**src/rtl/ps2_pkg.sv**
```systemverilog
// Types and helpers for the PS/2 host transmitter and the keyboard receiver.
package ps2_pkg;

    localparam int unsigned GLITCH_LEN = 8;

    typedef enum logic [3:0] {
        StIdle,
        StInhibit,
        StReq,
        StData,
        StParity,
        StStop,
        StAckWait,
        StDone,
        StError
    } ps2_tx_state_e;

    // 64-bit product: long timeouts at MHz clocks overflow 32 bits.
    function automatic int unsigned us_to_cycles(input int unsigned us, input int unsigned freq);
        logic [63:0] prod;
        prod = 64'(us) * 64'(freq);
        return 32'(prod / 64'd1_000_000);
    endfunction

    function automatic logic odd_parity(input logic [7:0] d);
        return ~^d;
    endfunction

endpackage

```
**src/rtl/ps2_sync_edge.sv**
```systemverilog
// Two-flop synchroniser, glitch filter and falling-edge pulse for one PS/2 line.
// Also used by the keyboard receiver.
module ps2_sync_edge #(
    parameter int unsigned GlitchLen = 8
) (
    input  logic clk_i,
    input  logic rst_i,
    input  logic line_i,
    output logic level_o,
    output logic fall_o
);

    localparam int unsigned CntW = $clog2(GlitchLen + 1);

    logic [1:0]      sync_q;
    logic            level_q, level_d;
    logic            fall_q, fall_d;
    logic [CntW-1:0] cnt_q, cnt_d;

    // Level flips on the GlitchLen-th consecutive sample that disagrees with it.
    always_comb begin
        level_d = level_q;
        fall_d  = 1'b0;
        cnt_d   = '0;
        if (sync_q[1] != level_q) begin
            if (cnt_q == CntW'(GlitchLen - 1)) begin
                level_d = sync_q[1];
                fall_d  = level_q;
            end else begin
                cnt_d = cnt_q + CntW'(1);
            end
        end
    end

    always_ff @(posedge clk_i or posedge rst_i) begin
        if (rst_i) begin
            sync_q  <= 2'b11;
            level_q <= 1'b1;
            fall_q  <= 1'b0;
            cnt_q   <= '0;
        end else begin
            sync_q  <= {sync_q[0], line_i};
            level_q <= level_d;
            fall_q  <= fall_d;
            cnt_q   <= cnt_d;
        end
    end

    assign level_o = level_q;
    assign fall_o  = fall_q;

endmodule

```
**src/rtl/ps2_host_tx.sv**
```systemverilog
// Host-to-device PS/2 transmitter: inhibit, request-to-send, then shifts a byte out
// on device-generated clock falls and checks the device acknowledge.
module ps2_host_tx
    import ps2_pkg::*;
#(
    parameter int unsigned CLK_FREQ_HZ      = 14000000,
    parameter int unsigned INHIBIT_US       = 100,
    parameter int unsigned START_TIMEOUT_US = 15000,
    parameter int unsigned BIT_TIMEOUT_US   = 2000
) (
    input  logic       CLK,
    input  logic       RESET,
    input  logic [7:0] tx_data,
    input  logic       tx_valid,
    output logic       tx_ready,
    input  logic       PS2_CLK_IN,
    input  logic       PS2_DAT_IN,
    output logic       ps2_clk_oe,
    output logic       ps2_dat_oe,
    output logic       busy,
    output logic       tx_done,
    output logic       tx_error
);

    localparam int unsigned InhCycles   = us_to_cycles(INHIBIT_US, CLK_FREQ_HZ);
    localparam int unsigned StartCycles = us_to_cycles(START_TIMEOUT_US, CLK_FREQ_HZ);
    localparam int unsigned BitCycles   = us_to_cycles(BIT_TIMEOUT_US, CLK_FREQ_HZ);
    localparam int unsigned MaxAB       = (StartCycles > BitCycles) ? StartCycles : BitCycles;
    localparam int unsigned MaxCycles   = (MaxAB > InhCycles) ? MaxAB : InhCycles;
    localparam int unsigned TimerW      = (MaxCycles > 1) ? $clog2(MaxCycles) : 1;

    logic       clk_filt, clk_fall, dat_s;
    logic [1:0] dat_sync_q;

    ps2_sync_edge #(
        .GlitchLen(GLITCH_LEN)
    ) u_clk_edge (
        .clk_i  (CLK),
        .rst_i  (RESET),
        .line_i (PS2_CLK_IN),
        .level_o(clk_filt),
        .fall_o (clk_fall)
    );

    always_ff @(posedge CLK or posedge RESET) begin
        if (RESET) dat_sync_q <= 2'b11;
        else       dat_sync_q <= {dat_sync_q[0], PS2_DAT_IN};
    end
    assign dat_s = dat_sync_q[1];

    ps2_tx_state_e     state_q, state_d;
    logic [7:0]        data_q, data_d;
    logic              par_q, par_d;
    logic [3:0]        idx_q, idx_d;
    logic [TimerW-1:0] timer_q, timer_d;
    logic              clk_oe_q, clk_oe_d, dat_oe_q, dat_oe_d;
    logic              ready_q, ready_d, busy_q, busy_d;
    logic              done_q, done_d, err_q, err_d;
    logic              watched, wd_expired;

    always_comb begin
        state_d  = state_q;
        data_d   = data_q;
        par_d    = par_q;
        idx_d    = idx_q;
        timer_d  = timer_q;
        clk_oe_d = clk_oe_q;
        dat_oe_d = dat_oe_q;
        done_d   = 1'b0;
        err_d    = 1'b0;

        watched = (state_q == StReq) || (state_q == StData) || (state_q == StParity) ||
                  (state_q == StStop) || (state_q == StAckWait);
        wd_expired = (timer_q == '0);

        // Every device clock fall restarts the inter-bit watchdog.
        if (watched) begin
            if (clk_fall)         timer_d = TimerW'(BitCycles - 1);
            else if (!wd_expired) timer_d = timer_q - TimerW'(1);
        end

        unique case (state_q)
            StIdle: begin
                if (tx_valid && ready_q) begin
                    data_d   = tx_data;
                    par_d    = odd_parity(tx_data);
                    timer_d  = TimerW'(InhCycles - 1);
                    clk_oe_d = 1'b1;
                    dat_oe_d = (InhCycles == 1);
                    state_d  = StInhibit;
                end
            end
            StInhibit: begin
                if (timer_q == '0) begin
                    clk_oe_d = 1'b0;
                    dat_oe_d = 1'b1;
                    timer_d  = TimerW'(StartCycles - 1);
                    state_d  = StReq;
                end else begin
                    timer_d = timer_q - TimerW'(1);
                    if (timer_q == TimerW'(1)) dat_oe_d = 1'b1;
                end
            end
            StReq: begin
                if (clk_fall) begin
                    dat_oe_d = ~data_q[0];
                    idx_d    = 4'd1;
                    state_d  = StData;
                end
            end
            StData: begin
                if (clk_fall) begin
                    if (idx_q == 4'd8) begin
                        dat_oe_d = ~par_q;
                        state_d  = StParity;
                    end else begin
                        dat_oe_d = ~data_q[idx_q[2:0]];
                        idx_d    = idx_q + 4'd1;
                    end
                end
            end
            StParity: begin
                if (clk_fall) begin
                    dat_oe_d = 1'b0;
                    state_d  = StStop;
                end
            end
            StStop: begin
                if (clk_fall) begin
                    if (!dat_s) begin
                        state_d = StAckWait;
                    end else begin
                        clk_oe_d = 1'b0;
                        dat_oe_d = 1'b0;
                        err_d    = 1'b1;
                        state_d  = StError;
                    end
                end
            end
            StAckWait: begin
                if (clk_filt && dat_s) begin
                    done_d  = 1'b1;
                    state_d = StDone;
                end
            end
            StDone:  state_d = StIdle;
            StError: state_d = StIdle;
            default: state_d = StIdle;
        endcase

        // A fall in the same cycle as expiry keeps the frame alive.
        if (watched && !clk_fall && wd_expired && state_d == state_q) begin
            clk_oe_d = 1'b0;
            dat_oe_d = 1'b0;
            err_d    = 1'b1;
            state_d  = StError;
        end

        ready_d = (state_d == StIdle);
        busy_d  = ~ready_d;
    end

    always_ff @(posedge CLK or posedge RESET) begin
        if (RESET) begin
            state_q  <= StIdle;
            data_q   <= '0;
            par_q    <= 1'b0;
            idx_q    <= '0;
            timer_q  <= '0;
            clk_oe_q <= 1'b0;
            dat_oe_q <= 1'b0;
            ready_q  <= 1'b1;
            busy_q   <= 1'b0;
            done_q   <= 1'b0;
            err_q    <= 1'b0;
        end else begin
            state_q  <= state_d;
            data_q   <= data_d;
            par_q    <= par_d;
            idx_q    <= idx_d;
            timer_q  <= timer_d;
            clk_oe_q <= clk_oe_d;
            dat_oe_q <= dat_oe_d;
            ready_q  <= ready_d;
            busy_q   <= busy_d;
            done_q   <= done_d;
            err_q    <= err_d;
        end
    end

    assign tx_ready   = ready_q;
    assign busy       = busy_q;
    assign ps2_clk_oe = clk_oe_q;
    assign ps2_dat_oe = dat_oe_q;
    assign tx_done    = done_q;
    assign tx_error   = err_q;

endmodule

```
**config.mk**
```make
export PLATFORM = sky130hd
export DESIGN_NAME = ps2_host_tx
export DESIGN_NICKNAME = d
export VERILOG_FILES = /design/src/rtl/ps2_pkg.sv /design/src/rtl/ps2_sync_edge.sv /design/src/rtl/ps2_host_tx.sv
export SDC_FILE = /design/constraint.sdc
export NUM_CORES = 1
export LEC_CHECK = 0
export ABC_CLOCK_PERIOD_IN_PS = 2450
export BUFFER_PORTS_ARGS = -buffer_cell sky130_fd_sc_hd__clkbuf_2
export CAP_MARGIN = 5
export CORE_AREA = 5 5 91 72
export CTS_CLUSTER_DIAMETER = 30
export DETAILED_ROUTE_END_ITERATION = 6
export DIE_AREA = 0 0 96 77
export PLACE_DENSITY = 0.75
export REMOVE_ABC_BUFFERS = 1
export SLEW_MARGIN = 20
export SYNTH_ARGS = -nofsm -noshare
export SYNTH_HDL_FRONTEND = slang
export SYNTH_SLANG_ARGS = --single-unit
```
**constraint.sdc**
```tcl
create_clock -name CLK -period 2.45 [get_ports CLK]
set_input_delay 0.245 -clock CLK [delete_from_list [all_inputs] [get_ports CLK]]
set_output_delay 0.245 -clock CLK [all_outputs]
set_load 0.02 [all_outputs]
```
## After elaboration in Yosys (flattened, before gate mapping)

Cells that the tools add are included.

- Register bits: 51
- Logic and storage cells: 116

- Add/sub/neg operators: 3
- Order comparisons: 1
- Equality and inequality tests: 22
- Mux-type cells: 48
- Bitwise operators: 4
- Reductions and logical operators: 22

Operator list:

| cell | count |
|---|---|
| 18-bit two-way mux | 5 |
| 4-bit two-way mux | 15 |
| 18-bit one-hot mux with 2 select lines | 1 |
| 4-bit one-hot mux with 7 select lines | 1 |
| 1-bit two-way mux | 22 |
| 18-bit by 1-bit == test with 1-bit output (second input constant) | 1 |
| 18-bit logical NOT | 1 |
| 18-bit by 1-bit subtractor with 18-bit output (second input constant) | 1 |
| 4-bit by 3-bit == test with 1-bit output (second input constant) | 4 |
| 3-bit by 1-bit inequality test with 1-bit output (second input constant) | 4 |
| 4-bit by 1-bit adder with 4-bit output (second input constant) | 2 |
| 4-bit by 2-bit == test with 1-bit output (second input constant) | 2 |
| 4-bit logical NOT | 2 |
| 4-bit one-hot mux with 2 select lines | 1 |
| 8-bit AND reduction | 1 |
| 8-bit XNOR reduction | 1 |
| 7-bit nonzero test | 1 |
| 3-bit inequality test (second input constant) | 2 |
| 1-bit one-hot mux with 6 select lines | 1 |
| 1-bit logical AND | 5 |
| 5-bit AND reduction | 1 |
| 4-bit by 1-bit == test with 1-bit output (second input constant) | 1 |
| 4-bit == test | 1 |
| 4-bit == test (second input constant) | 1 |
| 15 further kinds | 23 |

## Depth between registers and ports, before layout

Gate-level depths: netlist of the first run.

- Word-level depth: 11
- Mapped depth: 8
- Depth with buffers taken out: 8

## Hierarchy

From an unflattened synthesis of the first run, not the netlist that was laid out.

- Cell total of the unflattened synthesis: 343
- Area, all modules: 3034.2 um^2

Modules (own cells, without submodules):

| module | instances | cells each | area each (um^2) | sequential area each (um^2) |
|---|---|---|---|---|
| ps2_host_tx | 1 | 320 | 2711.4 | 1079.8 |
| ps2_sync_edge | 1 | 23 | 322.8 | 203.9 |

## Worst setup path after synthesis of the first run

Ideal clock, no wire load.

- Path type: register to register
- Start point: reg timer_q[0]
- End point: reg timer_q[16]
- Setup time: 0.129 ns
- Arrival time: 2.143 ns
- Required time: 2.321 ns
- Slack: 0.177 ns
- Stages on the path, launching flop included: 9
- Buffers on the path: 0
- Clock period less this slack: 2.273 ns
- Path through: dfrtp_1 -> inv_1 -> ha_1 -> nor4b_2 -> nand2_1 -> or4_4 -> or3_1 -> xor2_1 -> o211ai_2

- Word-level cells in the longest chain between the ends: 6

RTL lines:

| element | RTL line | RTL |
|---|---|---|
| from (decl) | ps2_host_tx.sv:55 | `logic [TimerW-1:0] timer_q, timer_d;` |
| from (signal assigned) | ps2_host_tx.sv:181 | `timer_q <= timer_d;` |
| 18-bit by 1-bit subtractor with 18-bit output / 18-bit logical NOT (equally long branches) | - |  |
| 18-bit two-way mux | ps2_host_tx.sv:79 | `else if (!wd_expired) timer_d = timer_q - TimerW'(1);` |
| 18-bit two-way mux | ps2_host_tx.sv:78 | `if (clk_fall) timer_d = TimerW'(BitCycles - 1);` |
| 18-bit two-way mux | ps2_host_tx.sv:77 | `if (watched) begin` |
| 18-bit two-way mux | ps2_host_tx.sv:84 | `if (tx_valid && ready_q) begin` |
| 18-bit one-hot mux with 2 select lines * | ps2_host_tx.sv:82 | `unique case (state_q)` |
| named net timer_d[16] | ps2_host_tx.sv:55 |  |

Mark *: on every way through the listed nets, which the timed path passes. The rest lies on a longest branch.
A chain may end at the register's enable or synchronous reset.

## Worst setup path after layout of the first run

- Start point: reg timer_q[6]
- End point: reg timer_q[0]

- Word-level cells in the longest chain between the ends: 6

RTL lines:

| element | RTL line |
|---|---|
| 18-bit logical NOT * | ps2_host_tx.sv:74, ps2_host_tx.sv:94 |
| 18-bit two-way mux | ps2_host_tx.sv:79 |
| 18-bit two-way mux | ps2_host_tx.sv:78 |
| 18-bit two-way mux | ps2_host_tx.sv:77 |
| 18-bit two-way mux | ps2_host_tx.sv:84 |
| 18-bit one-hot mux with 2 select lines * | ps2_host_tx.sv:82 |
| named net timer_d[0] | ps2_host_tx.sv:55 |

Marked as above.

==> metrics.md, run 1 <==
| Metric | Value |
|---|---|
| Run status | finished, violations left |
| Violated checks | DRC |
| Global placement routability congestion | 0.949 |
| Final hold violation count | 0 |
| FFs w/ async S/R, synth | 100% |
| Minimum clock period | 2.29 ns |
| WS Path Type | register to register |
| Die ar. | 7390 sq um |
| Primary FF master, synth | dfrtp_1 |
| # DRC | 1 |
| Syn Area/Cell | 8.81 sq um |
| Worst skew pair latency | 0.31 ns |
| Hold Path Sink | u_clk_edge.sync_q[0]$_DFF_PP1_ |
| DR pass1 iterations | 7 |
| Initial drt markers | 408 |
| Max_cap viols | 0 |
| Reg2Reg Setup Slack | 0.16 ns |
| Remaining antenna violation count | 0 |
| Register area | 1280 sq um |
| Post-synth EDFFs | 0 |
| HP Class | input port to register |
| Worst R2R Path Depth | 6 |
| Initial Util | 53.0% |
| Initial antenna violation count | 0 |
| Tot Pwr | 0.00253 W |
| CTS buffer count | 5 |
| Drt via density | 6.16 |
| Headroom to the max-slew limit | 62.6% |
| DRT met1 WL | 3.44 mm |
| CP Launch Point | timer_q[6]$_DFF_PP0_ |
| Crit-path cells | nor3_2 > and3_1 > nand3_1 > ha_1 > o311ai_0 > o211ai_1 |
| Worst slew pin tran | 0.556 ns |
| Crit end category | register |
| Die Width | 96 um |
| Fill count | 495 |
| Clock Skew | 0.00709 ns |
| Share of cells above drive strength 1 | 18.3% |
| Cell Area, Synth | 2960 sq um |
| Total Routed Length | 7.48 mm |
| Wire length per cell | 16.9 um |
| Critical path fanouts, max | 7 |
| CTS tree | done |
| Floorplan core area | 5590 sq um |
| Via count | 2,733 |
| Post-CTS setup buffer count | 0 |
| Met3 Wirelength | 720 um |
| Distinct cells, synth | 57 |
| Pre-CTS setup slack | 0.124 ns |
| # clock sinks | 51 |
| Crit share post-route | 93.4% |
| Reg2Reg Launch Point | timer_q[6]$_DFF_PP0_ |
| Critical Path RT | 2.62 ns |
| Min-delay src | PS2_CLK_IN |
| Number of global-route vias before repair | 2,531 |
| Footprint of the multi-input gates | 1600 sq um |
| H-tree depth | 2 |
| Wire length of the first global-routing pass | 12.5 mm |
| Register area share after synthesis | 43.4% |
| Hold path depth | 1 |
| CP Launch Type | register |
| Row count | 24 |
| WP data arrival | 2.46 ns |
| Detailed placement HPWL | 5.31 mm |
| Ys Warns | 0 |
| Gr usage total | 21.4% |
| Highest routed metal layer | met4 |
| PD cells | 746 nW/um^2 |
| Die H | 77 um |
| Setup WS post-layout | 0.161 ns |
| I/O Buffers | 18 |
| Max Slew Vio Count | 0 |
| Cells after Synth | 336 |
| CP max stage delay | 0.45 ns |
| Final #Nets | 385 |
| Overflow after GRT | 0 |
| Clk pin slew, worst setup/hold paths | 0.09 ns |
| Area delta synth->final | 14.4% |
| Crit-path slowest cell | nor3_2 |
| CTS max path bufs | 2 |
| Lkg Pwr | 1.48 nW |
| Diode count | 0 |
| Final setup vio count | 0 |
| IO Count | 19 |
| Peak Freq | 437 MHz |
| Met2 wire length | 3.22 mm |
| FF-to-FF End | timer_q[0]$_DFF_PP0_ |
| Maximum vdd drop | 0.343 mV |
| Root buffer cell | clkbuf_8 |
| Synth Register Bits | 51 |
| Pin count of the biggest net entering global routing | 52 |
cells in the mapped netlist, types with 6 or more instances:
cell	number	area share [%]
xnor2_1	9	2.7
clkbuf_1	13	1.6
o21ai_0	22	3.7
ha_1	7	3.0
nand2_1	59	7.5
nor3_1	12	2.0
a21oi_1	20	3.4
inv_1	10	1.3
dfrtp_1	45	38
nor2_1	23	2.9
dfstp_2	6	5.3
nand3_1	16	2.7
registers in the layout, summed over array words and instances (netlist names):
name and count:
busy 1, dat_sync_q 2, data_q 8, idx_q 4
par_q 1, ps2_clk_oe 1, ps2_dat_oe 1, state_q 4
timer_q 18, tx_done 1, tx_error 1, tx_ready 1
u_clk_edge.cnt_q 4, u_clk_edge.fall_o 1, u_clk_edge.level_o 1, u_clk_edge.sync_q 2
logic make-up (layout without fill, tap and decap cells):
logic type	count (synthesis)	in the layout	share of synthesized area (%)
simple gates	156	156	26.5
compound gates	79	79	17.4
flops	51	51	43.4
buf+inv	24	54	3.09
xor+xnor	14	14	4.14
fa+ha+maj	7	7	2.96
mux	5	5	2.62
cell usage in the layout, fill, tap and decap left out, drive strengths merged, types with 3 or more instances in the layout:
cell type / instances
a21oi: 20
a221oi: 4
a31oi: 4
and3: 5
buf: 16
clkbuf: 24
dfrtp: 45
dfstp: 6
ha: 7
inv: 10
nand2: 59
nand2b: 3
nand3: 16
nor2: 23
nor2b: 3
nor3: 13
nor3b: 5
nor4: 6
o211ai: 4
o21ai: 22
o31ai: 3
or2: 5
or3: 4
or4: 6
xnor2: 9
xor2: 5
power by group:
part	internal (W)	switching, W
clock	0.000305	0.000280
combinational	0.000336	0.000418
sequential	0.00100	0.000185
total	0.00164	0.000883
repair_timing:
action / in CTS / in global routing
hold buffers: 1 / 1
setup endpoints to repair: 0 / 3
resized for setup: 0 / 3
hold endpoints to repair: 45 / 1
worst max path at each step:
stage / endpoint / slack [ns]
floorplan: timer_q[16]$_DFF_PP0_ / 0.18
global placement: timer_q[16]$_DFF_PP0_ / 0.20
detailed placement: timer_q[0]$_DFF_PP0_ / 0.12
CTS: timer_q[0]$_DFF_PP0_ / 0.09
global route: timer_q[16]$_DFF_PP0_ / -0.001
finish: timer_q[0]$_DFF_PP0_ / 0.16
per-layer routing:
layer	GRT usage, %	up-vias
met4	5.68	0
met1	33.7	1308
met5	0	-
li1	-	1272
met2	29.5	139
met3	4.01	14
layout make-up:
class | count | area share [%]
Clock buffer | 6 | 2.14
Timing Repair Buffer | 36 | 7.54
Sequential cell | 51 | 37.9
Inverter | 10 | 1.11
Multi-Input combinational cell | 261 | 47.3
Clock inverter | 2 | 1.11
Tap cell | 78 | 2.88
worst max-delay path: cells and delay by family (launching register included):
kind,cells,cell delay (ns)
AO/OA/AOI/OAI,2,0.55
adder cells (fa/ha/maj),1,0.29
flip-flops,1,0.43
AND/OR/NAND/NOR,3,0.88
metrics by stage:
step	hold slack, ns	util (%)	TNS [ns]	instances	cell area (sq um)
2_1_floorplan	0.249	-	0	322	2910
3_3_place_gp	0.291	58.0	0	434	3240
3_5_place_dp	0.297	58.0	0	434	3240
4_1_cts	0.00807	60.1	0	443	3360
5_1_grt	0.00765	60.6	-0.000995	444	3390
6_report	0.0173	60.6	0	444	3390
No activity file was read; power rests on OpenSTA's default activity.
==> run 2, diff against run 1 <==
- CORE_AREA: 5 5 91 72 -> 5 5 100 79
- DIE_AREA: 0 0 96 77 -> 0 0 105 84
- PLACE_DENSITY: 0.75 -> 0.63
==> metrics.md, run 2 (synthesis gave the netlist of run 1 again) <==
| Metric | Value |
|---|---|
| Gr usage total | 17.6% (-3.8 points) |
| Post-Layout Cell Count | 457 (+2.9%) |
| Fill count | 638 (+29%) |
| Pin count of the biggest net entering global routing | 45 (-13%) |
| Critical Path RT | 2.64 ns (+0.02 ns) |
| Initial drt markers | 291 (-29%) |
| Overflow after GRT | 0 (unchanged) |
| Max reg flops | 18 (unchanged) |
| Row count | 27 (+13%) |
| DR pass1 iterations | 4 (-3) |
| Placed instance count | 449 (+3.5%) |
| Lkg Pwr | 1.49 nW (+1.0%) |
| Setup_tns | 0 ns (unchanged) |
| CP Launch Type | register |
| WP data arrival | 2.53 ns (+0.07 ns) |
| Share of cells above drive strength 1 | 19.5% (+1.2 points) |
| Wire length per cell | 16.2 um (-3.9%) |
| Clk pin slew, worst setup/hold paths | 0.09 ns (about the same) |
| PD cells | 738 nW/um^2 (-1.0%) |
| CTS buffer count | 5 (unchanged) |
| IO Count | 19 (unchanged) |
| WS Path Type | register to register |
| Detailed placement HPWL | 5.47 mm (+3.1%) |
| Initial antenna violation count | 0 (unchanged) |
| Worst R2R Path Depth | 8 (+2) |
| CP max stage delay | 0.45 ns (about the same) |
| # clock sinks | 51 (unchanged) |
| CTS tree | done |
| # DRC | 0 (-1) |
| Maximum vdd drop | 0.303 mV (-12%) |
| Hold path depth | 1 (unchanged) |
| Headroom to the max-slew limit | 48.3% (-14 points) |
| Most flop-heavy register | timer_q |
| Run status | completed |
| Footprint of the multi-input gates | 1600 sq um (-0.16%) |
| CTS Hold Bufs | 0 (-1) |
| Crit-path slowest cell | dfrtp_1 |
| Floorplan core area | 6960 sq um (+25%) |
| CTS max path bufs | 2 (unchanged) |
| Crit-path cells | inv_1 > ha_1 > nor4b_4 > nand2_1 > or4_4 > or3_1 > xor2_1 > o211ai_2 |
| Max Slew Vio Count | 0 (unchanged) |
| Root buffer cell | clkbuf_8 |
| Number of global-route vias before repair | 2,474 (-2.3%) |
| Register area | 1280 sq um (unchanged) |
| Critical path fanouts, max | 7 (unchanged) |
| Die Width | 105 um (+9.4%) |
| HP Class | input port to register |
| Top Registers | timer_q x18, data_q x8 |
| Final setup vio count | 0 (unchanged) |
| Worst skew pair latency | 0.31 ns (about the same) |
| Pre-CTS setup slack | 0.154 ns (+0.0305 ns) |
| Clock Skew | 0.0119 ns (+0.00485 ns) |
| Minimum clock period | 2.34 ns (+0.0512 ns) |
| Via count | 2,632 (-3.7%) |
| Worst slew pin tran | 0.775 ns (+0.220 ns) |
| I/O Buffers | 18 (unchanged) |
| Drt via density | 5.76 (-6.4%) |
| Commonest non-fill, non-tap cell in the layout | nand2_1 |
| Die ar. | 8820 sq um (+19%) |
| Diode count | 0 (unchanged) |
| Crit share post-route | 95.5% (+2.1 points) |
| Wire length of the first global-routing pass | 12.6 mm (+1.1%) |
| Remaining antenna violation count | 0 (unchanged) |
| Setup WS post-layout | 0.110 ns (-0.0512 ns) |
| Final #Nets | 389 (+1.0%) |
| Peak Freq | 427 MHz (-2.2%) |
| Area delta synth->final | 14.8% |
| Total Routed Length | 7.40 mm (-1.1%) |
| Crit end category | register |
| Max_cap viols | 0 (unchanged) |
| H-tree depth | 2 (unchanged) |
| Most frequent cells in the layout | nand2_1, dfrtp_1, nor2_1 |
| Global placement routability congestion | 0.958 (+0.96%) |
| Initial Util | 42.5% (-10 points) |
| Final hold violation count | 0 (unchanged) |
| Die H | 84 um (+9.1%) |
[run 2: cell count changes in the layout (fill, tap and decap cells not counted), sizes merged]
cell and change:
dlygate4sd3 -2, buf +6, clkinv +1, inv -1
[run 2: area by class of cell]
cell class	instances	area share (%)
timing repair buffer	40	7.51
tap	87	3.20
multi-input combinational	261	47.1
sequential	51	37.8
clock buffer	6	2.14
clock inverter	2	1.10
inverter	10	1.14
[run 2: final timing paths]
check / from / endpoint / slack, ns
max in group asynchronous: RESET / timer_q[0]$_DFF_PP0_ / 1.84
worst max register to register: timer_q[1]$_DFF_PP0_ / timer_q[16]$_DFF_PP0_ / 0.11
worst min-delay path: PS2_CLK_IN / u_clk_edge.sync_q[0]$_DFF_PP1_ / 0.01
worst max-delay path: timer_q[1]$_DFF_PP0_ / timer_q[16]$_DFF_PP0_ / 0.11
worst min register to register: dat_sync_q[0]$_DFF_PP1_ / dat_sync_q[1]$_DFF_PP1_ / 0.36
min in group asynchronous: RESET / idx_q[0]$_DFFE_PP0P_ / 0.03
[run 2: repair_timing]
action,4_1_cts,5_1_grt
setup endpoints to repair,0,4
gates resized for setup,0,2
buffers inserted,0,0
[run 2: per-layer routing]
layer / global-route usage [%] / wire, um / up-vias
li1: - / - / 1288
met1: 26.7 / 3620 / 1258
met2: 26.1 / 3300 / 79
met3: 3.09 / 402 / 7
met4: 3.72 / 76 / 0
met5: 0 / 0 / -
[run 2: through the flow]
stage	utilization (%)	power (W)	hold slack, ns	instance area, sq um
4_1_cts	48.6	0.00251	0.00556	3380
3_5_place_dp	47.0	0.00192	0.334	3270
6_report	48.8	0.00251	0.0147	3400
2_1_floorplan	-	0.00165	0.249	2910
5_1_grt	48.8	0.00269	0.000784	3400
3_3_place_gp	47.0	0.00189	0.332	3270
[run 2: worst max-delay path, delay by kind of cell, from the launching register on]
kind | cells | cell delay, ns
flops | 1 | 0.45
xor+xnor | 1 | 0.17
simple gates | 4 | 1.15
buf+inv | 1 | 0.12
fa+ha+maj | 1 | 0.24
compound gates | 1 | 0.08
[run 2: report_power, final]
| group | total, W | internal (W) | switching (W) |
|---|---|---|---|
| Sequential | 0.00118 | 0.00100 | 0.000181 |
| Combinational | 0.000738 | 0.000332 | 0.000406 |
| Clock | 0.000585 | 0.000305 | 0.000281 |
